==> src/rtl/dist_pkg.sv <==
// dist_pkg: shared constants and types for the distance smoothing filter.
//   DW            distance word width (matches the ranging core output)
//   MAX_DIST      largest legal distance code
//   WIN_LOG2_DFLT default log2 of the averaging window
//   SUM_W         running-sum width for the default window
//   state_t       filter FSM state {FILL, RUN}
package dist_pkg;

  localparam int              DW            = 19;
  localparam logic [DW-1:0]   MAX_DIST      = 19'd400000;
  localparam int              WIN_LOG2_DFLT = 2;
  localparam int              SUM_W         = DW + WIN_LOG2_DFLT;

  typedef enum logic {
    FILL = 1'b0,
    RUN  = 1'b1
  } state_t;

endpackage

==> src/rtl/dist_ring_buf.sv <==
// dist_ring_buf: 2^WIN_LOG2 x DW register ring holding the averaging window.
// Ports:
//   clk, rst  clock, asynchronous active-high reset
//   clr       synchronous flush of all entries
//   we        write enable
//   ptr       write pointer; also selects the entry about to be evicted
//   wdata     sample to store
//   evict     entry currently at ptr (oldest sample once the ring is full)
module dist_ring_buf #(
  parameter int DW       = dist_pkg::DW,
  parameter int WIN_LOG2 = dist_pkg::WIN_LOG2_DFLT
) (
  input  logic                clk,
  input  logic                rst,
  input  logic                clr,
  input  logic                we,
  input  logic [WIN_LOG2-1:0] ptr,
  input  logic [DW-1:0]       wdata,
  output logic [DW-1:0]       evict
);
  import dist_pkg::*;

  localparam int DEPTH = 1 << WIN_LOG2;

  logic [DW-1:0] mem [DEPTH];

  always_ff @(posedge clk or posedge rst) begin
    if (rst) begin
      for (int i = 0; i < DEPTH; i++) mem[i] <= '0;
    end else if (clr) begin
      for (int i = 0; i < DEPTH; i++) mem[i] <= '0;
    end else if (we) begin
      mem[ptr] <= wdata;
    end
  end

  // The write slot is the oldest entry, so it is read out before being overwritten.
  assign evict = mem[ptr];

endmodule

==> src/rtl/dist_filter.sv <==
// dist_filter: range gate, optional outlier gate and power-of-two moving average
// on the ultrasonic distance word.
// Build option: define DIST_FILTER_OUTLIER_EN to build the outlier gate and its
// consecutive-reject counter; without it every in-range sample is accepted.
// Ports:
//   clk, rst   clock, asynchronous active-high reset
//   din        raw distance code
//   din_vld    one-cycle pulse marking a new sample on din
//   clr        synchronous flush of the filter history (wins over din_vld)
//   data_out   filtered distance (floor of window mean), 0 while filling
//   dout_vld   one-cycle pulse on each data_out update once the window is full
//   flag_out   window full; data_out can be trusted
module dist_filter #(
  parameter int            DW       = dist_pkg::DW,
  parameter int            WIN_LOG2 = dist_pkg::WIN_LOG2_DFLT,
  parameter logic [DW-1:0] MAX_DIST = dist_pkg::MAX_DIST,
  parameter logic [DW-1:0] THRESH   = DW'(5000),
  parameter int            REJ_MAX  = 3
) (
  input  logic          clk,
  input  logic          rst,
  input  logic [DW-1:0] din,
  input  logic          din_vld,
  input  logic          clr,
  output logic [DW-1:0] data_out,
  output logic          dout_vld,
  output logic          flag_out
);
  import dist_pkg::*;

  localparam int DEPTH = 1 << WIN_LOG2;
  localparam int ACC_W = DW + WIN_LOG2;

  if (WIN_LOG2 < 1 || WIN_LOG2 > 4 || REJ_MAX < 2 || THRESH > MAX_DIST) begin : g_cfg_err
    $error("dist_filter: illegal parameter set");
  end

  function automatic logic [DW-1:0] avg_floor(input logic [ACC_W-1:0] s);
    return s[ACC_W-1:WIN_LOG2];
  endfunction

  function automatic logic [DW-1:0] abs_diff(input logic [DW-1:0] a,
                                             input logic [DW-1:0] b);
    logic signed [DW:0] d;
    d = $signed({1'b0, a}) - $signed({1'b0, b});
    if (d < 0) d = -d;
    return d[DW-1:0];
  endfunction

  state_t              state_p0, state_nxt;
  logic [ACC_W-1:0]    sum_p0, sum_nxt;
  logic [WIN_LOG2-1:0] wr_ptr_p0;
  logic [WIN_LOG2-1:0] fill_cnt_p0;
  logic                vld_p0;
  logic [DW-1:0]       evict;
  logic                in_range, accept, fill_done, upd;

  assign in_range  = (din != '0) && (din <= MAX_DIST);
  assign fill_done = (state_p0 == FILL) && (fill_cnt_p0 == WIN_LOG2'(DEPTH - 1));

`ifdef DIST_FILTER_OUTLIER_EN
  localparam int REJ_W = $clog2(REJ_MAX);

  logic [REJ_W-1:0] rej_cnt_p0, rej_cnt_nxt;
  logic             outlier, rej_last;

  // Only a full window gives a meaningful reference to compare against.
  assign outlier  = (state_p0 == RUN) && (abs_diff(din, data_out) > THRESH);
  assign rej_last = (rej_cnt_p0 == REJ_W'(REJ_MAX - 1));
  assign accept   = din_vld && in_range && !clr && (!outlier || rej_last);

  always_comb begin
    rej_cnt_nxt = rej_cnt_p0;
    if (clr)
      rej_cnt_nxt = '0;
    else if (din_vld && in_range)
      rej_cnt_nxt = (outlier && !rej_last) ? rej_cnt_p0 + 1'b1 : '0;
  end

  always_ff @(posedge clk or posedge rst) begin
    if (rst) rej_cnt_p0 <= '0;
    else     rej_cnt_p0 <= rej_cnt_nxt;
  end
`else
  assign accept = din_vld && in_range && !clr;
`endif

  assign upd     = accept && ((state_p0 == RUN) || fill_done);
  assign sum_nxt = sum_p0 + ACC_W'(din) - ((state_p0 == RUN) ? ACC_W'(evict) : '0);

  always_comb begin
    state_nxt = state_p0;
    if (clr)                    state_nxt = FILL;
    else if (accept && fill_done) state_nxt = RUN;
  end

  dist_ring_buf #(
    .DW       (DW),
    .WIN_LOG2 (WIN_LOG2)
  ) u_ring (
    .clk   (clk),
    .rst   (rst),
    .clr   (clr),
    .we    (accept),
    .ptr   (wr_ptr_p0),
    .wdata (din),
    .evict (evict)
  );

  // Stage p0: accept decision, ring write, running sum, FSM
  always_ff @(posedge clk or posedge rst) begin
    if (rst) begin
      state_p0    <= FILL;
      sum_p0      <= '0;
      wr_ptr_p0   <= '0;
      fill_cnt_p0 <= '0;
      vld_p0      <= 1'b0;
    end else begin
      state_p0 <= state_nxt;
      if (clr) begin
        sum_p0      <= '0;
        wr_ptr_p0   <= '0;
        fill_cnt_p0 <= '0;
        vld_p0      <= 1'b0;
      end else begin
        vld_p0 <= upd;
        if (accept) begin
          sum_p0    <= sum_nxt;
          wr_ptr_p0 <= wr_ptr_p0 + 1'b1;
          if (state_p0 == FILL) fill_cnt_p0 <= fill_cnt_p0 + 1'b1;
        end
      end
    end
  end

  // Stage p1: registered outputs
  always_ff @(posedge clk or posedge rst) begin
    if (rst) begin
      data_out <= '0;
      dout_vld <= 1'b0;
      flag_out <= 1'b0;
    end else if (clr) begin
      data_out <= '0;
      dout_vld <= 1'b0;
      flag_out <= 1'b0;
    end else begin
      dout_vld <= vld_p0;
      flag_out <= (state_p0 == RUN);
      if (vld_p0) data_out <= avg_floor(sum_p0);
    end
  end

endmodule
==> config.mk <==
export PLATFORM = sky130hd
export DESIGN_NAME = dist_filter
export DESIGN_NICKNAME = d
export VERILOG_FILES = /design/src/rtl/dist_pkg.sv /design/src/rtl/dist_ring_buf.sv /design/src/rtl/dist_filter.sv
export SDC_FILE = /design/constraint.sdc
export NUM_CORES = 1
export LEC_CHECK = 0
export BUFFER_PORTS_ARGS = -buffer_cell sky130_fd_sc_hd__buf_4
export CORE_MARGIN = 2
export CORE_UTILIZATION = 62
export DETAILED_ROUTE_END_ITERATION = 10
export MAX_ROUTING_LAYER = met4
export PLACE_DENSITY_LB_ADDON = 0.25
export SETUP_SLACK_MARGIN = 0.15
export SLEW_MARGIN = 20
export SYNTH_ARGS = -nofsm -noshare
export SYNTH_HDL_FRONTEND = slang
export SYNTH_SLANG_ARGS = --single-unit
export TNS_END_PERCENT = 30
==> constraint.sdc <==
create_clock -name clk -period 4.8 [get_ports clk]
set_input_delay 0.72 -clock clk [delete_from_list [all_inputs] [get_ports clk]]
set_output_delay 0.72 -clock clk [all_outputs]
set_load 0.05 [all_outputs]
Yosys cells after proc, flatten, opt, wreduce, memory -nomap -nowiden

Index checks and enable logic that the tools add are counted.

Register bits after elaboration: 124
Bits of input ports: 23
Output and inout bits: 21
Word-level logic and storage cells: 60

Add/subtract/negate cells: 4
$lt $le $gt $ge: 3
Eq/ne operators: 2
Multiplexer cells: 23
Bitwise gates (word level): 2
Reductions and logical operators: 14

Operators by type and width:

| operator                                                              | number |
|---|---|
| 76-bit 2-to-1 mux                                                     | 2 |
| 19-bit 2-to-1 mux                                                     | 6 |
| 76-bit bitwise mux                                                    | 1 |
| 21-bit 2-to-1 mux                                                     | 2 |
| 19-bit binary-select mux with 2-bit select                            | 1 |
| 19-bit demux with 2-bit select                                        | 1 |
| 21-bit by 19-bit adder with 21-bit output                             | 1 |
| 21-bit by 19-bit subtractor with 21-bit output                        | 1 |
| 19-bit <= comparator (second input constant)                          | 1 |
| 19-bit nonzero test                                                   | 1 |
| 2-bit 2-to-1 mux                                                      | 5 |
| 1-bit logical AND                                                     | 7 |
| 2-bit nonzero test                                                    | 3 |
| 1-bit 2-to-1 mux                                                      | 5 |
| 2-bit by 1-bit adder with 2-bit output (second input constant)        | 2 |
| 3-bit greater-or-equal comparator (second input constant)             | 1 |
| 3-bit by 1-bit < comparator with 1-bit output (second input constant) | 1 |
| 2-bit inverter with 3-bit output                                      | 1 |
| 2-bit == test (second input constant)                                 | 1 |
| 2-bit inequality test (second input constant)                         | 1 |
| 2-bit AND reduction                                                   | 1 |
| 1-bit logical NOT                                                     | 1 |
| 1-bit logical OR                                                      | 1 |
| 1-bit inverter                                                        | 1 |

Longest topological paths before layout

Gate-level depths: netlist (run 1).

Depth after elaboration: 8
Mapped depth: 15
Gate-level depth less buffers: 14

Hierarchy

From an unflattened synthesis (run 1), not the netlist that was laid out.

Cell total of the unflattened synthesis: 756
Area total of the unflattened synthesis: 7698.6 sq um

Modules (own cells, without submodules):

| module        | times used | cells an instance | area an instance (sq um) | sequential area each (sq um) |
|---|---|---|---|---|
| dist_ring_buf | 1          | 295               | 3861.2                   | 1901.8 |
| dist_filter   | 1          | 461               | 3837.4                   | 1201.2 |

Least setup slack after synthesis (run 1)

No wires, ideal clock.

Path type: register -> register
Start: reg wr_ptr_p0[0]
End: reg sum_p0[20]
Setup time: 0.125 ns
Arrival time: 3.895 ns
Data required time: 4.675 ns
Slack: 0.780 ns
Stages on the path, launching flop included: 15
Buffers on the path: 2
Clock period less this slack: 4.020 ns
Cell sequence: dfrtp_1 buf_1 clkbuf_1 mux4_2 and2_1 fa_1 inv_1 ha_1 a21oi_1 o21ai_0 a41oi_1 or2_2 a21oi_1 mux2i_1 mux2_2

Word-level cells in the longest chain between the ends: 8

Ends and longest elaborated chain:

| what                                                   | line                | RTL |
|---|---|---|
| start, declared                                        | dist_filter.sv:52   | `logic [WIN_LOG2-1:0] wr_ptr_p0;` |
| start signal, assigned                                 | dist_filter.sv:129  | `wr_ptr_p0 <= wr_ptr_p0 + 1'b1;` |
| 2-bit inverter with 3-bit output (not written as such) | dist_ring_buf.sv:38 | `assign evict = mem[ptr];` |
| 19-bit binary-select mux with 2-bit select             | dist_ring_buf.sv:38 |  |
| 19-bit 2-to-1 mux (not written as such) (2 in a row)   | dist_ring_buf.sv:38 |  |
| 19-bit 2-to-1 mux                                      | dist_filter.sv:89   | `assign sum_nxt = sum_p0 + ACC_W'(din) - ((state_p0 == RUN) ? ACC_W'(evict) : '0);` |
| 21-bit by 19-bit subtractor with 21-bit output         | dist_filter.sv:89   |  |
| 21-bit 2-to-1 mux                                      | dist_filter.sv:127  | `if (accept) begin` |
| 21-bit 2-to-1 mux                                      | dist_filter.sv:120  | `if (clr) begin` |
| end signal, assigned                                   | dist_filter.sv:128  | `sum_p0 <= sum_nxt;` |
| end, declared                                          | dist_filter.sv:51   | `logic [ACC_W-1:0] sum_p0, sum_nxt;` |

Every way passes these cells. The select of a mux whose other input is x is not followed.
A chain may end at the register's enable or synchronous reset.

Final worst setup path (run 1)

Same ends and word-level chain as after synthesis.

==> summary.md, run 1 <==
| Metric | Value |
|---|---|
| Outcome | `finished, violations left` |
| Failing checks | `DRC` |
| Clk_skew | `slightly below 0.008 ns` |
| Vias in the first global route | `5,443` |
| Switching portion of total power | `32.0%` |
| Starting density of the core | `64.0%` |
| RR Startpoint | `wr_ptr_p0[0]` |
| YS warnings | `0` |
| Via count | `5,226` |
| Reg2reg end | `sum_p0[20]` |
| Register area | `0.00310 sq mm` |
| Leak | `roughly 3.8 nW` |
| Post-Syn Area | `0.00738 sq mm` |
| R2R setup slack | `0.69 ns` |
| P_int | `approximately 0.0025 W` |
| Req. time, crit path | `a little over 5 ns` |
| Max Cap Viol | `0` |
| Worst Tran Pin Value | `1.01 ns` |
| CTS tree | `done` |
| Clk pwr share | `37.6%` |
| Crit. End Element | `flip-flop` |
| CTS Hold Bufs | `0` |
| Post-layout util | `72.1%` |
| CTS buffer count | `17` |
| Filler cell count | `about 850` |
| Crit-path max FO | `7` |
| Antenna violations before repair | `0` |
| Clock latency on the worst-skew pair | `0.42 ns` |
| Die Width | `about 110 um` |
| Worst setup SP type | `flip-flop` |
| VDD IR max | `approximately 0.27 mV` |
| First-pass DRT Iterations | `8` |
| Share of cells above drive strength 1 | `14.2%` |
| Hold WC Path Type | `primary input to asynchronous set/reset pin` |
| Syn nets | `783` |
| Vias per std cell | `5.78` |
| P&R area growth vs syn | `12.5%` |
| Crit share post-route | `85.6%` |
| Async set or reset register ratio after synthesis | `100%` |
| Clock Pin Slew Worst Setup and Hold Paths | `0.06 ns` |
| Dpl hpwl | `10,700 um` |
| Grt ovf | `0` |
| Die Y | `113 um` |
| First-pass GRT wire length | `27,000 um` |
| Worst r2r path cells | `11` |
| Sequential cell fraction of total power | `32.6%` |
| Post-layout net count | `816` |
| CP startpoint | `wr_ptr_p0[0]` |
| Initial drt markers | `about 460` |
| Top_reg_cell synth | `dfrtp_1` |
| Post-Place Cell Area | `approximately 0.0077 sq mm` |
| I/O Pins | `44` |
| F_max | `0.243 GHz` |
| Critical path arrival | `roughly 4.4 ns` |
| Final setup TNS | `0 ns` |
| Post-CTS Setup Inserts | `0` |
| Worst setup endpoint | `sum_p0[20]` |
| WL/cell | `17.7 um` |
| CTS-repair resized insts | `0` |
| CTS HTree Levels | `4` |
| Gate power share | `between 20% and 30%` |
| Max Transition Viols Final | `0` |
| Hold Vio Cnt, Final | `0` |
| Max transition margin | `32.6%` |
| RSZ-0062 raised after global routing | `no` |
| Placeable core region | `0.0115 sq mm` |
| Routed WL | `16,000 um` |
| Sequential element share of the synthesized area | `42.1%` |
| Floorplan row count | `39` |
| Netlist cell types | `48` |
| Power per Cell Area | `437 mW/mm^2` |
| Crit Path Class | `flip-flop to flip-flop` |
| Register bit total from synthesis | `124` |
| GP Congestion | `0.875` |
| IO Port Bufs | `43` |
| P_sw | `0.00116 W` |
| Drt drc | `7` |
| Largest net degree at the start of global routing | `85` |
| Area of the multi-input gates | `0.00368 sq mm` |
| Clk sinks | `approximately 120` |
| Post-route ant nets | `0` |
| Max Root-Sink Buffers | `2` |
| Cells after synthesis | `slightly above 700` |
| Setup-failing EPs final | `0` |
| Post-Layout Inst Area | `0.00830 sq mm` |
| Inserted Diodes | `0` |
| Post-synth EDFFs | `0` |
| CTS root buf | `clkbuf_16` |
| Tmin final | `4.11 ns` |
| GRT Util Overall | `28.1%` |
| Avg Inst Size Synth | `between 10 and 15 sq um` |
| Die Area | `0.0128 sq mm` |
[worst min-delay path by stage]
stage | cells after the start | slack [ns] | endpoint
after floorplan | 2 | 0.48 | u_ring.mem[19]
after global placement | 2 | 0.50 | u_ring.mem[18]
after detailed placement | 2 | 0.51 | u_ring.mem[55]
after CTS | 2 | 0.52 | u_ring.mem[43]
after global routing | 2 | 0.48 | data_out[4]
final | 2 | 0.41 | sum_p0[4]
[registers in the layout, indices dropped and copies added, names as in the netlist]
| register | flops |
|---|---|
| flag_out | 1 |
| fill_cnt_p0 | 2 |
| wr_ptr_p0 | 2 |
| data_out | 19 |
| vld_p0 | 1 |
| dout_vld | 1 |
| sum_p0 | 21 |
| state_p0 | 1 |
| u_ring.mem | 76 |
[kinds of logic (layout without fill, tap and decap cells)]
| group | count (synthesis) | after routing | share of synthesized area [%] |
|---|---|---|---|
| AND/OR/NAND/NOR | 216 | 216 | 13.0 |
| flip-flops | 124 | 124 | 42.1 |
| AO/OA/AOI/OAI | 76 | 76 | 6.28 |
| buffers and inverters | 120 | 166 | 7.99 |
| adder cells (fa/ha/maj) | 45 | 45 | 9.57 |
| multiplexers | 117 | 117 | 19.1 |
| XOR/XNOR | 17 | 17 | 2.02 |
[layout make-up]
cell class,count,share of cell area [%]
Timing Repair Buffer,49,4.43
Inverter,85,3.90
Sequential cell,124,37.4
Clock buffer,24,6.17
Clock inverter,8,1.57
Tap cell,143,2.16
Multi-Input combinational cell,471,44.4
[cells in the mapped netlist (all sizes together) (2+ instances only)]
cell type	instances	area share [%]
a211oi	5	0.51
a21o	5	0.51
a21oi	31	2.1
a31oi	2	0.17
a41oi	2	0.24
and2	23	2.1
buf	15	2.6
clkbuf	20	1.0
dfrtp	124	42
fa	19	5.2
ha	26	4.4
inv	85	4.3
mux2i	97	13
mux4	19	5.8
nand2	50	2.5
nand3	4	0.27
nand4	6	0.51
nor2	110	5.7
nor2b	4	0.34
nor3	9	0.61
nor4	3	0.25
o211ai	2	0.20
o21a	2	0.20
o21ai	15	1.0
o22ai	2	0.17
o31ai	2	0.20
or3	3	0.25
xnor2	11	1.3
xor2	6	0.71
[stage by stage]
stage / instances / hold WS (ns) / worst slack (ns) / total power, W
6_report: 904 / 0.413 / 0.690 / 0.00363
2_1_floorplan: 715 / 0.481 / 0.780 / 0.00202
4_1_cts: 904 / 0.521 / 0.712 / 0.00362
5_1_grt: 904 / 0.484 / 0.469 / 0.00383
3_3_place_gp: 872 / 0.496 / 0.789 / 0.00221
3_5_place_dp: 872 / 0.507 / 0.750 / 0.00224
[power by group through the flow]
stage          sequential [W]  clock [W]  combinational (W)
2_1_floorplan         0.00118          0           0.000840
3_3_place_gp          0.00119          0            0.00102
3_5_place_dp          0.00120          0            0.00104
4_1_cts               0.00118    0.00137            0.00106
5_1_grt               0.00119    0.00143            0.00121
6_report              0.00118    0.00137            0.00108
[per-layer routing]
| metal | wire length, um | part of all wire [%] | GRT usage (%) |
|---|---|---|---|
| met1 | 7110 | 44 | 36.1 |
| met2 | 7950 | 50 | 44.6 |
| met3 | 646 | 4.0 | 5.46 |
| met4 | 293 | 1.8 | 10.7 |
| met5 | 0 | 0 | - |
[worst max-delay path, stage by stage (launching register included)]
cell and delay (ns):
dfrtp_1 0.55, mux4_2 0.55, and2_1 0.18, fa_1 0.50, fa_1 0.48, and2b_1 0.25, o2111ai_1 0.19, a211oi_1 0.45
nor2_1 0.07, a21oi_1 0.18, mux2i_1 0.23, mux2_2 0.35
[placed cells by master (no fill, tap or decap), types with 2 or more instances in the layout]
cell type,synthesis,routed
nand4_1,6,6
a31oi_1,2,2
or3_1,3,3
nor3_1,9,9
ha_1,26,26
inv_1,84,83
o21a_1,2,2
a41oi_1,2,2
and2_1,19,19
dfrtp_1,124,124
nor2b_1,4,4
mux2i_1,97,97
xor2_1,6,6
nand2_1,50,50
clkinv_4,0,2
mux4_2,19,19
a211oi_1,5,5
o31ai_1,2,2
nand3_1,4,4
o22ai_1,2,2
clkinvlp_4,0,3
clkbuf_8,0,6
clkbuf_16,0,17
nor4_1,3,3
xnor2_1,11,11
o211ai_1,2,2
a21o_1,5,5
fa_1,19,19
buf_4,1,49
bufinv_16,0,3
and2_4,4,4
nor2_1,109,109
a21oi_1,31,31
o21ai_0,15,15
Note: power is estimated with default switching activity, not from simulation.
==> run 2: changes to the inputs <==
- CORE_UTILIZATION: 62 -> 65
- clock period: 4.8 -> 5.3 ns (I/O delays scaled with it)
==> summary.md, run 2 (synthesis gave the netlist of run 1 again) <==
| Metric | Value |
|---|---|
| VDD IR max | `around 0.27 mV` |
| Crit. End Element | `flip-flop` |
| WHS Endpoint | `u_ring.mem[21]` |
| P_int | `0.00218 W` |
| Setup-failing EPs final | `0` |
| Worst Tran Pin Value | `a little over 1 ns` |
| Floorplan row count | `38` |
| P_sw | `0.00104 W` |
| Die Area | `0.0122 sq mm` |
| First-pass GRT wire length | `27,200 um` |
| Slowest cell on the critical path | `dfrtp_1` |
| Final setup TNS | `0 ns` |
| GRT Util Overall | `28.7%` |
| Initial drt markers | `403` |
| Worst r2r path cells | `13` |
| HP Start | `u_ring.mem[21]` |
| Routed WL | `16,000 um` |
| Reg2reg end | `sum_p0[20]` |
| Switching portion of total power | `32.2%` |
| Vias per std cell | `5.78` |
| P&R area growth vs syn | `11.7%` |
| R2R setup slack | `0.86 ns` |
| Crit-path max FO | `16` |
| CTS root buf | `clkbuf_16` |
| Via count | `5,202` |
| Hold WC Path Type | `flip-flop to flip-flop` |
| Inserted Diodes | `0` |
| RSZ-0062 raised after global routing | `no` |
| CTS buffer count | `17` |
| Die Width | `between 100 and 150 um` |
| Starting density of the core | `67.4%` |
| Post-layout util | `75.3%` |
| Max reg flops | `76` |
| CTS tree | `done` |
| Tmin final | `~4.4 ns` |
| Share of cells above drive strength 1 | `13.6%` |
| Placeable core region | `approximately 0.011 sq mm` |
| Grt ovf | `0` |
| I/O Pins | `44` |
| Antenna violations before repair | `0` |
| Post-CTS Setup Inserts | `0` |
| CTS-repair resized insts | `0` |
| Max transition margin | `32.1%` |
| GP Congestion | `0.855` |
| RR Startpoint | `wr_ptr_p0[1]` |
| Gate power share | `30.0%` |
| WL/cell | `17.8 um` |
| Crit Path Class | `flip-flop to flip-flop` |
| Clk sinks | `between 100 and 150` |
| Dpl hpwl | `11,200 um` |
| Crit share post-route | `83.7%` |
| Max Root-Sink Buffers | `2` |
| CP peak stage delay | `between 0.9 and 1 ns` |
| CTS HTree Levels | `4` |
| Max Transition Viols Final | `0` |
| CTS Hold Bufs | `0` |
| Most frequent cells in the layout | `dfrtp_1, nor2_1, mux2i_1` |
| IO Port Bufs | `between 40 and 50` |
| Worst Hold Path Cells | `2` |
| Drt drc | `0` |
| Leak | `3.82 nW` |
| Power per Cell Area | `about 390 mW/mm^2` |
| F_max | `~0.23 GHz` |
| Hold Vio Cnt, Final | `0` |
| Die Y | `between 100 and 150 um` |
| Outcome | `finished, final reports clean` |
| Largest registers | `u_ring.mem (76), sum_p0 (21), data_out (19)` |
| Clk pwr share | `between 30% and 40%` |
| First-pass DRT Iterations | `5` |
| Commonest non-fill, non-tap cell in the layout | `dfrtp_1` |
| Max Cap Viol | `0` |
| Clock Pin Slew Worst Setup and Hold Paths | `around 0.060 ns` |
| Largest register by flop count | `u_ring.mem` |
| Post-route ant nets | `0` |
| Clk_skew | `0.00853 ns` |
| Largest net degree at the start of global routing | `82` |
| Post-layout net count | `816` |
| Crit path cell chain | `buf_4 -> mux4_2 -> and2_1 -> fa_1 -> inv_1 -> ha_1 -> a21oi_1 -> o21ai_0 -> nor3_1 -> or2_2 -> a21oi_1 -> mux2i_1 -> mux2_2` |
| Clock latency on the worst-skew pair | `0.42 ns` |
| Worst setup SP type | `flip-flop` |
| Critical path arrival | `4.74 ns` |
| Sequential cell fraction of total power | `33.6%` |
| Critical path's most frequent cell | `a21oi_1` |
| Vias in the first global route | `5,378` |
| Req. time, crit path | `around 5.6 ns` |
-- run 2: metrics by stage --
step / instances / total power, W / setup WS, ns / hold slack (ns) / cell area [sq um]
after detailed placement: 869 / 0.00204 / 0.913 / 0.512 / 7650
after CTS: 900 / 0.00321 / 0.891 / 0.526 / 8240
final: 900 / 0.00321 / 0.861 / 0.522 / 8240
after floorplan: 715 / 0.00183 / 1.21 / 0.481 / 7380
after global routing: 900 / 0.00340 / 0.573 / 0.545 / 8240
after global placement: 869 / 0.00202 / 0.997 / 0.497 / 7650
-- run 2: worst max path at each step --
stage                             from  slack (ns)  cells after the start           to
after global placement    wr_ptr_p0[1]         1.0                     13   sum_p0[19]
final                     wr_ptr_p0[1]        0.86                     13   sum_p0[20]
after detailed placement  wr_ptr_p0[1]        0.91                     13   sum_p0[20]
after global routing      wr_ptr_p0[1]        0.57                     13   sum_p0[19]
after floorplan                    rst        1.21                      1  data_out[0]
after CTS                 wr_ptr_p0[1]        0.89                     13   sum_p0[20]
-- run 2: final cells by class --
type	count	area, sq um
Clock buffer	24	472
Sequential cell	124	3100
Timing Repair Buffer	49	368
Tap cell	140	175
Clock inverter	7	114
Inverter	85	322
Multi-Input combinational cell	471	3680
Fill cell	789	2700
-- run 2: power by group through the flow --
stage | Combinational (W) | Clock (W) | Sequential (W)
2_1_floorplan | 0.000761 | 0 | 0.00107
3_3_place_gp | 0.000937 | 0 | 0.00109
3_5_place_dp | 0.000945 | 0 | 0.00109
4_1_cts | 0.000956 | 0.00118 | 0.00108
5_1_grt | 0.00109 | 0.00122 | 0.00109
6_report | 0.000963 | 0.00117 | 0.00108
-- run 2: layer usage --
layer  global-route usage, %  vias to the layer above  wire [um]
met1                    38.7                     2561       7320
met5                       -                        -          0
met2                    43.9                      152       7590
met4                    9.75                        0        331
li1                        -                     2453          -
met3                    5.98                       36        799
-- run 2: worst max-delay path: cells and delay by family, from the launching register on --
kind                       cells  cell delay (ns)
muxes                          3             1.07
adders and majority gates      2             0.87
and+or+nand+nor                3             0.54
DFF                            1             0.92
buffers and inverters          2             0.34
AOI/OAI and AO/OA              3             0.56
